`config.mk`:
```
export PLATFORM = sky130hd
export DESIGN_NAME = cap_sense_scanner
export DESIGN_NICKNAME = d
export VERILOG_FILES = /design/src/rtl/cap_sense_scanner.sv
export SDC_FILE = /design/constraint.sdc
export NUM_CORES = 1
export LEC_CHECK = 0
export CAP_MARGIN = 30
export CORE_ASPECT_RATIO = 0.9
export CORE_MARGIN = 2
export CORE_UTILIZATION = 40
export DETAILED_ROUTE_END_ITERATION = 12
export PLACE_DENSITY = 0.56
export SETUP_SLACK_MARGIN = 0.02
export SYNTH_ARGS = -nofsm -noshare
export SYNTH_HDL_FRONTEND = slang
export SYNTH_SLANG_ARGS = --single-unit
```
`constraint.sdc`:
```
create_clock -name clock -period 6 [get_ports clock]
set_input_delay 0.6 -clock clock [delete_from_list [all_inputs] [get_ports clock]]
set_output_delay 0.6 -clock clock [all_outputs]
set_load 0.005 [all_outputs]
```
`src/rtl/cap_sense_scanner.sv`:
```
// Capacitive pad scanner: discharges the shared charge line, then times how long each
// synchronized pad input takes to read high and publishes one count per pad.
module cap_sense_scanner #(
    parameter int NUM_SENSORS      = 9,
    parameter int COUNT_W          = 32,
    parameter int TIMEOUT          = 65535,
    parameter int DISCHARGE_CYCLES = 4096
) (
    input  logic                           clock,
    input  logic                           reset,
    input  logic                           scan_enable,
    input  logic [NUM_SENSORS-1:0]         sense_in,
    output logic                           drive_out,
    output logic [NUM_SENSORS*COUNT_W-1:0] readings,
    output logic                           readings_valid,
    output logic [NUM_SENSORS-1:0]         timed_out
);

    localparam int                 DIS_W     = (DISCHARGE_CYCLES > 1) ? $clog2(DISCHARGE_CYCLES) : 1;
    localparam logic [DIS_W-1:0]   DIS_LAST  = DIS_W'(DISCHARGE_CYCLES - 1);
    localparam logic [COUNT_W-1:0] TIMEOUT_C = COUNT_W'(TIMEOUT);

    typedef enum logic [1:0] {
        ST_DISCHARGE,
        ST_CHARGE,
        ST_PUBLISH
    } state_e;

    state_e                           state_q, state_d;
    logic [NUM_SENSORS-1:0]           sync_meta_q;
    logic [NUM_SENSORS-1:0]           s_sync_q;
    logic [DIS_W-1:0]                 dis_cnt_q, dis_cnt_d;
    logic [COUNT_W-1:0]               chg_cnt_q, chg_cnt_d;
    logic [NUM_SENSORS-1:0]           done_q, done_d;
    logic [COUNT_W-1:0]               cap_q [NUM_SENSORS];
    logic [COUNT_W-1:0]               cap_d [NUM_SENSORS];
    logic [NUM_SENSORS*COUNT_W-1:0]   readings_q, readings_d;
    logic [NUM_SENSORS-1:0]           timed_out_q, timed_out_d;
    logic                             drive_q;
    logic                             valid_q;

    // NOTE: every variable gets a default before the case so no path can infer a latch.
    always_comb begin
        state_d     = state_q;
        dis_cnt_d   = dis_cnt_q;
        chg_cnt_d   = chg_cnt_q;
        done_d      = done_q;
        cap_d       = cap_q;
        readings_d  = readings_q;
        timed_out_d = timed_out_q;

        case (state_q)
            ST_DISCHARGE: begin
                if (dis_cnt_q == DIS_LAST) begin
                    if (scan_enable) begin
                        state_d   = ST_CHARGE;
                        chg_cnt_d = '0;
                        done_d    = '0;
                        for (int i = 0; i < NUM_SENSORS; i++) cap_d[i] = '0;
                    end
                end else begin
                    dis_cnt_d = dis_cnt_q + 1'b1;
                end
            end

            ST_CHARGE: begin
                // Captures made this cycle count toward completion and are published directly.
                done_d = done_q | s_sync_q;
                for (int i = 0; i < NUM_SENSORS; i++) begin
                    if (s_sync_q[i] && !done_q[i]) cap_d[i] = chg_cnt_q;
                end
                if ((&done_d) || (chg_cnt_q == TIMEOUT_C)) begin
                    state_d = ST_PUBLISH;
                    for (int i = 0; i < NUM_SENSORS; i++) begin
                        readings_d[i*COUNT_W +: COUNT_W] = done_d[i] ? cap_d[i] : TIMEOUT_C;
                    end
                    timed_out_d = ~done_d;
                end else begin
                    chg_cnt_d = chg_cnt_q + 1'b1;
                end
            end

            ST_PUBLISH: begin
                state_d   = ST_DISCHARGE;
                dis_cnt_d = '0;
            end

            default: begin
                state_d   = ST_DISCHARGE;
                dis_cnt_d = '0;
            end
        endcase
    end

    // NOTE: sequential state uses non-blocking assignments only; the capture array is
    // small and is cleared on reset so a partial scan can never leak into a publish.
    always_ff @(posedge clock) begin
        if (reset) begin
            state_q     <= ST_DISCHARGE;
            sync_meta_q <= '0;
            s_sync_q    <= '0;
            dis_cnt_q   <= '0;
            chg_cnt_q   <= '0;
            done_q      <= '0;
            for (int i = 0; i < NUM_SENSORS; i++) cap_q[i] <= '0;
            readings_q  <= '0;
            timed_out_q <= '0;
            drive_q     <= 1'b0;
            valid_q     <= 1'b0;
        end else begin
            state_q     <= state_d;
            sync_meta_q <= sense_in;
            s_sync_q    <= sync_meta_q;
            dis_cnt_q   <= dis_cnt_d;
            chg_cnt_q   <= chg_cnt_d;
            done_q      <= done_d;
            cap_q       <= cap_d;
            readings_q  <= readings_d;
            timed_out_q <= timed_out_d;
            drive_q     <= (state_d == ST_CHARGE);
            valid_q     <= (state_d == ST_PUBLISH);
        end
    end

    assign drive_out      = drive_q;
    assign readings       = readings_q;
    assign readings_valid = valid_q;
    assign timed_out      = timed_out_q;

endmodule

```
# Yosys cells after proc, flatten, opt, wreduce, memory -nomap -nowiden

Index checks and enable logic that the tools add are counted.

Logic and storage cells: 93
Register bits after elaboration: 660
Output and inout bits: 299

Add/sub/neg operators: 2
Bitwise logic cells: 3
Equal/unequal tests: 9
Multiplexer cells: 34
Reduce and logical (&&, ||, !) cells: 26

Operators by type and width:

| cell                  | count |
|---|---|
| $mux 32               | 21 |
| $mux 288              | 2 |
| $pmux 288 s2          | 1 |
| $pmux 32 s2           | 1 |
| $add 32x1->32 const B | 1 |
| $eq 32x16->1 const B  | 1 |
| $pmux 12 s2           | 1 |
| $mux 9                | 2 |
| $pmux 9 s2            | 1 |
| $add 12x1->12 const B | 1 |
| $eq 12x12->1 const B  | 1 |
| $mux 12               | 1 |
| $logic_and 1x1->1     | 9 |
| $logic_not 1->1       | 9 |
| $not 9->9             | 1 |
| $or 9x9->9            | 1 |
| $reduce_and 9->1      | 1 |
| $ne 2x2->1 const B    | 4 |
| $mux 2                | 3 |
| $eq 2x1->1 const B    | 2 |
| $pmux 2 s2            | 1 |
| $reduce_and 2->1      | 2 |
| $reduce_and 4->1      | 1 |
| $reduce_and 3->1      | 1 |
| other kinds (5)       | 5 |

# Longest topological paths before layout

Gate-level depths: netlist of run 1.

Depth after elaboration: 6
Depth in mapped cells: 11
Depth with buffers taken out: 7

# Worst setup path after synthesis of run 1

Ideal clock, no wire load.

Path type: register to register
From: register chg_cnt_q[0]
To: register readings_q[140] (netlist: readings[140])
Cell stages (with the launch flop): 12
Data arrival time: 2.102 ns
Period minus slack after synthesis: 2.235 ns
Path slack: 3.765 ns
Path buffers: 4
Setup time: 0.132 ns
Required time: 5.868 ns
Path through: dfxtp_1 > ha_1 > nand4_2 > nor4_2 > nand2_2 > a21o_1 > buf_2 > buf_6 > clkbuf_1 > clkbuf_1 > nand2_1 > a21oi_1

Longest elaborated chain between the ends: 3

Ends and longest elaborated chain:

| element                           | line | RTL |
|---|---|---|
| start, declared                   | 33   | `logic [COUNT_W-1:0] chg_cnt_q, chg_cnt_d;` |
| start signal, assigned            | 115  | `chg_cnt_q <= chg_cnt_d;` |
| $eq 32x16->1                      | 72   | `if ((&done_d) \|\| (chg_cnt_q == TIMEOUT_C)) begin` |
| $logic_or 1x1->1                  | 72   |  |
| $reduce_and 2->1 (no source line) | n/a  |  |
| end signal, assigned              | 118  | `readings_q <= readings_d;` |
| end, declared                     | 37   | `logic [NUM_SENSORS*COUNT_W-1:0] readings_q, readings_d;` |

No other way between the ends.
A chain may end at the register's enable or synchronous reset.

# Worst setup path after layout of run 1

From: register chg_cnt_q[0]
To: register timed_out_q[5] (netlist: timed_out[5])

Longest elaborated chain between the ends: 3

Ends and longest elaborated chain:

| element                           | line | RTL |
|---|---|---|
| $eq 32x16->1                      | 72   |  |
| $logic_or 1x1->1                  | 72   |  |
| $reduce_and 2->1 (no source line) | n/a  |  |
| end signal, assigned              | 119  | `timed_out_q <= timed_out_d;` |
| end, declared                     | 38   | `logic [NUM_SENSORS-1:0] timed_out_q, timed_out_d;` |

No other way between the ends.

==> results.cfg, run 1 <==
[sta]
max_slew_margin_pct = 10.4
skew_ns = 0.0141
tightest_slew_ns = 1.34
rsz0062_at_grt = no
period_minus_slack_ns = 4.16
final_max_slew_viol_count = 0
max_freq_mhz = 240
fin_crit_sh_pct = 69.3
fin_setup_tns_ns = 0
hold_viol_final = 0
finalSetupViolations = 0

[critical_path]
worstRegToRegCells = 8
r2r_end = timed_out[5]
critPathLaunchType = register
worst_ep_required_time_ns = 6.53
rrSetupSlack_ns = 1.84
critPathKind = reg -> reg
worstPathArrival_ns = 4.69
path_max_fanout = 220
end_kind = register
r2r_start = chg_cnt_q[0]

[clock_tree]
ctsHoldBuffers = 0
cts-resized-gates = 0
insertion_delay_ns = 0.61
post-cts-setup-buffers = 0
h-tree-depth = 3
clock-root-buffer = clkbuf_16
cts_buffers = 73
cts_tree = built
clockBufferDepth = 3
clk_pin_slew_worst_paths_ns = 0.06
cts.sinks = 660

[global_route]
grt_pass1_vias = 22900
grt_pass1_wl_mm = 142
grt_overflow = 0
antenna_found_initial = 1
grt_use_total_pct = 26.2
grt_max_degree = 221

[placement]
placed_cells = 4109
dp_hpwl_mm = 57.9
placed_cell_area_um2 = 30500
port_buffers = 310
finalWeightedCongestion = 0.845

[detailed_routing]
viasPerCell = 5.74
vias = 24300
first_iter_violations = 2402
drtPass1Iterations = 6
finalWirelength_mm = 93.9
wire_per_inst_um = 22.1
drc = 0
ant_nets = 0

[floorplan]
core_um2 = 66800
die_w_um = 277
die-area_um2 = 69300
ios = 311
start_util_pct = 40.2
rows = 90
die_h_um = 250

[synth]
synth_top_area_share_pct = 49.2
synth-seq-area-share_pct = 49.2
synth_compound_gate_area_share_pct = 24.4
synth_cell_types = 57
synth_simple_gate_area_share_pct = 18.4
yosysWarnings = 0
ys_top_cells_by_area = dfxtp_1 49%, nor2_1 7.3%, a22o_1 6.6%, a221o_1 5.4%, nand2_1 5.0%
syn_area_um2 = 26900
synthXorXnorAreaFrac_pct = 0.293
async_reset_ff_share_pct = 0
ys_ff_latch = 660
synth_edf_count = 0
synth_top_area_cell = dfxtp_1
avgSynthCellArea_um2 = 8.46
netlist_instances = 3174
synth.area.mux_share_pct = 0.112
synth_top_family_by_area = compound AO/OA/AOI/OAI gates
synth.net_count = 3188
synth_fa_ha_area_share_pct = 0.0931
ys_dominant_reg_cell = dfxtp_1

[cells_and_area]
nNetsFinal = 3326
area_delta_synth_final_pct = 22.5
final_cells = 4241
antenna-diode-count = 0
layout_common_cells = 648 x dfxtp_1, 514 x nor2_1, 355 x nand2_1, 309 x clkdlybuf4s50_1, 203 x a22o_1
final_common_cell = dfxtp_1
finalInstanceArea_um2 = 32900
final_layout_size_suffix_gt1_share_pct = 8.61

[job]
drv_cap = 0

[status]
status = complete, no violations

[power_and_ir_drop]
power.leakage_nw = 11.2
worst_ir_drop_vdd_v = 0.000168
powerDensity_nw_per_um2 = 277

[worst_hold_path]
worstHoldPathType = reg -> reg
holdPathStages = 1
worstHoldStart = sync_meta_q[7]
holdPathEnd = s_sync_q[7]
-- cell usage after synthesis (all sizes together), types with 3 or more instances --
library cell,instances
clkbuf,260
a221o,144
dfxtp,660
nand2b,11
o221a,49
mux2i,3
or4,3
buf,80
and4,5
and3,5
a211oi,144
a22o,203
nor3,157
o31ai,8
a21o,6
nor2b,43
a311oi,4
xor2,7
or3,12
o32ai,9
a31oi,17
nand2,356
inv,147
nor4,7
nand4,13
o21ai,28
a22oi,23
o41ai,4
a21oi,191
and2,3
nand3,23
or2,4
o22ai,4
nor2,523
-- final cells by class --
class                      instances  area (µm²)
clock buffer                     113        2240
clock inverter                    17         174
fill                            6286       33900
inverter                         148         556
multi-input combinational       2026       11700
sequential                       660       13200
tap                              874        1090
timing repair buffer             403        3910
-- through the flow --
step / hold slack, ns / power [W] / util [%] / setup WS, ns
6_report: 0.440 / 0.00911 / 49.3 / 1.84
5_1_grt: 0.449 / 0.00934 / 49.3 / 1.89
4_1_cts: 0.443 / 0.00917 / 49.3 / 2.27
3_5_place_dp: 0.430 / 0.00467 / 45.6 / 2.29
3_3_place_gp: 0.422 / 0.00466 / 45.3 / 2.35
2_1_floorplan: 0.414 / 0.00460 / - / 3.77
-- kinds of logic (layout without fill, tap and decap cells) --
| kind of cell | after synthesis | in the layout |
|---|---|---|
| adder cells (fa/ha/maj) | 2 | 2 |
| AO/OA/AOI/OAI | 841 | 841 |
| XOR/XNOR | 9 | 9 |
| flip-flops | 660 | 660 |
| AND/OR/NAND/NOR | 1171 | 1171 |
| buffers and inverters | 488 | 681 |
| multiplexers | 3 | 3 |
-- registers in the layout, indices dropped and copies added, names as in the netlist --
signal,flops
state_q,2
done_q,9
dis_cnt_q,12
timed_out,9
sync_meta_q,9
readings_valid,1
drive_out,1
s_sync_q,9
cap_q,288
readings,288
chg_cnt_q,32
-- worst max-delay path by stage --
| stage | from | end | cells after the start |
|---|---|---|---|
| 2_1_floorplan | chg_cnt_q[0] | readings[140] | 11 |
| 3_3_place_gp | chg_cnt_q[0] | timed_out[6] | 8 |
| 3_5_place_dp | chg_cnt_q[0] | timed_out[0] | 8 |
| 4_1_cts | chg_cnt_q[0] | readings[258] | 8 |
| 5_1_grt | done_q[1] | timed_out[5] | 8 |
| 6_report | chg_cnt_q[0] | timed_out[5] | 8 |
-- per-layer routing --
| layer | share of wire [%] | vias up | track usage [%] |
|---|---|---|---|
| met2 | 46 | 852 | 42.2 |
| met3 | 6.3 | 162 | 3.81 |
| met5 | 0 | - | 0 |
| li1 | - | 11400 | - |
| met1 | 45 | 11900 | 36.3 |
| met4 | 2.8 | 0 | 7.95 |
-- power by group --
group / leakage, nW / switching [W] / internal (W)
combinational: 4.72 / 0.000143 / 0.0000360
sequential: 5.32 / 0.00000400 / 0.00439
clock: 1.20 / 0.00184 / 0.00270
-- worst max-delay path, stage by stage, from the launching register on --
cell and delay, ns:
dfxtp_1 0.81, ha_1 0.36, nand4_2 0.19, nor4_2 0.47
nand2_2 0.21, a21o_4 0.50, buf_12 0.33, or3_1 0.61
a21oi_1 0.12
Note: power is estimated with default switching activity, not from simulation.
==> run 2: changes to the inputs <==
- PLACE_DENSITY: 0.56 -> 0.59
- clock period: 6 -> 3.7 ns (I/O delays scaled with it)
==> results.cfg, run 2 (same netlist as run 1, synthesis figures left out) <==
[cells_and_area]
layout_common_cells = 651 x dfxtp_1, 516 x nor2_1, 355 x nand2_1, 309 x clkdlybuf4s50_1, 203 x a22o_1
nNetsFinal = 3342
fill_cells = 6311
area_delta_synth_final_pct = 22.8
finalInstanceArea_um2 = 33000
final_common_cell = dfxtp_1
final_layout_size_suffix_gt1_share_pct = 8.77
antenna-diode-count = 0

[sta]
fin_crit_sh_pct = 76.3
fin_setup_tns_ns = 0
hold_viol_final = 0
tightest_slew_ns = 1.09
max_slew_margin_pct = 26.9
rsz0062_at_grt = no
finalSetupViolations = 0
timing.hold.ws_ns = 0.225
max_freq_mhz = 354
period_minus_slack_ns = 2.82
setup_slack_ns = 0.878
skew_ns = 0.0288
final_max_slew_viol_count = 0

[critical_path]
worst_ep_required_time_ns = 4.20
critPathLaunchType = register
worstPathArrival_ns = 3.33
rrSetupSlack_ns = 0.88
worstRegToRegCells = 9
critPathKind = reg -> reg
path_max_fanout = 13
end_kind = register
r2r_start = dis_cnt_q[0]
r2r_end = cap_q[212]

[global_route]
grt_pass1_vias = 23000
grt_overflow = 0
grt_use_total_pct = 26.0
grt_max_degree = 122
grt_pass1_wl_mm = 142
antenna_found_initial = 2

[clock_tree]
post-cts-setup-buffers = 0
cts_tree = built
clock-root-buffer = clkbuf_16
insertion_delay_ns = 0.62
cts.sinks = 660
clockBufferDepth = 3
h-tree-depth = 3
cts_buffers = 72
cts-resized-gates = 0
clk_pin_slew_worst_paths_ns = 0.06
ctsHoldBuffers = 0

[floorplan]
start_util_pct = 40.2
ios = 311
die_w_um = 277
core_um2 = 66800
die_h_um = 250
die-area_um2 = 69300
rows = 90

[placement]
finalWeightedCongestion = 0.849
dpl_worst_slack_ns = 0.917
dp_hpwl_mm = 59.7
placed_cell_area_um2 = 30600
port_buffers = 310

[power_and_ir_drop]
worst_ir_drop_vdd_v = 0.000343
power.total_w = 0.0146
powerDensity_nw_per_um2 = 443
power.leakage_nw = 11.3

[detailed_routing]
finalWirelength_mm = 93.6
first_iter_violations = 2588
vias = 24700
drc = 0
wire_per_inst_um = 22.0
ant_nets = 0
viasPerCell = 5.80
drtPass1Iterations = 5

[status]
status = complete, no violations

[worst_hold_path]
holdPathEnd = state_q[1]
worstHoldStart = reset
holdPathStages = 2
worstHoldPathType = in -> reg

[job]
drv_cap = 0
==> run 2: changes by cell type in the layout (fill, tap and decap cells not counted), sizes merged <==
cell	previous run	this run
clkbuf	113	107
clkinv	12	8
inv	150	151
clkinvlp	0	1
buf	94	111
==> run 2: worst max path at each step <==
stage | from | to | slack [ns] | cells past startpoint
floorplan | chg_cnt_q[0] | readings[140] | 1.47 | 11
global placement | state_q[0] | cap_q[58] | 0.83 | 7
detailed placement | dis_cnt_q[0] | cap_q[220] | 0.92 | 9
CTS | dis_cnt_q[0] | cap_q[210] | 0.91 | 9
global route | dis_cnt_q[0] | cap_q[210] | 0.69 | 9
finish | dis_cnt_q[0] | cap_q[212] | 0.88 | 9
==> run 2: metrics by stage <==
step	utilization, %	std cells
after global routing	49.4	4250
after floorplan	-	3174
after CTS	49.4	4248
final	49.4	4250
after detailed placement	45.9	4126
after global placement	45.7	4115
==> run 2: where the power goes <==
part           internal (W)  switching [W]  leakage, nW
sequential          0.00712     0.00000772         5.32
clock               0.00427        0.00294         1.16
combinational     0.0000563       0.000228         4.82
total                0.0114        0.00318         11.3
==> run 2: area by class of cell <==
type / count / area, µm² / share of cell area, %
Sequential cell: 660 / 13200 / 40.1
Multi-Input combinational cell: 2026 / 11700 / 35.5
Timing Repair Buffer: 420 / 4080 / 12.4
Clock buffer: 107 / 2180 / 6.60
Tap cell: 874 / 1090 / 3.31
Inverter: 148 / 556 / 1.68
Clock inverter: 15 / 168 / 0.508
==> run 2: routing by layer <==
| layer | routed length (µm) | global-route usage [%] | part of all wire, % | up-vias |
|---|---|---|---|---|
| met5 | 13 | 0 | 0.014 | - |
| met4 | 2950 | 9.19 | 3.2 | 2 |
| met3 | 6840 | 4.37 | 7.3 | 190 |
| met2 | 42700 | 41.4 | 46 | 1092 |
| met1 | 41000 | 35.6 | 44 | 11900 |
| li1 | - | - | - | 11400 |
==> run 2: worst max-delay path: stages, from the launching register on <==
cell	delay (ns)
dfxtp_1	0.36
ha_1	0.27
nand2_1	0.10
nor3_1	0.39
nand3_1	0.14
buf_4	0.22
a21oi_2	0.48
nor2_2	0.25
buf_4	0.28
a22o_1	0.19
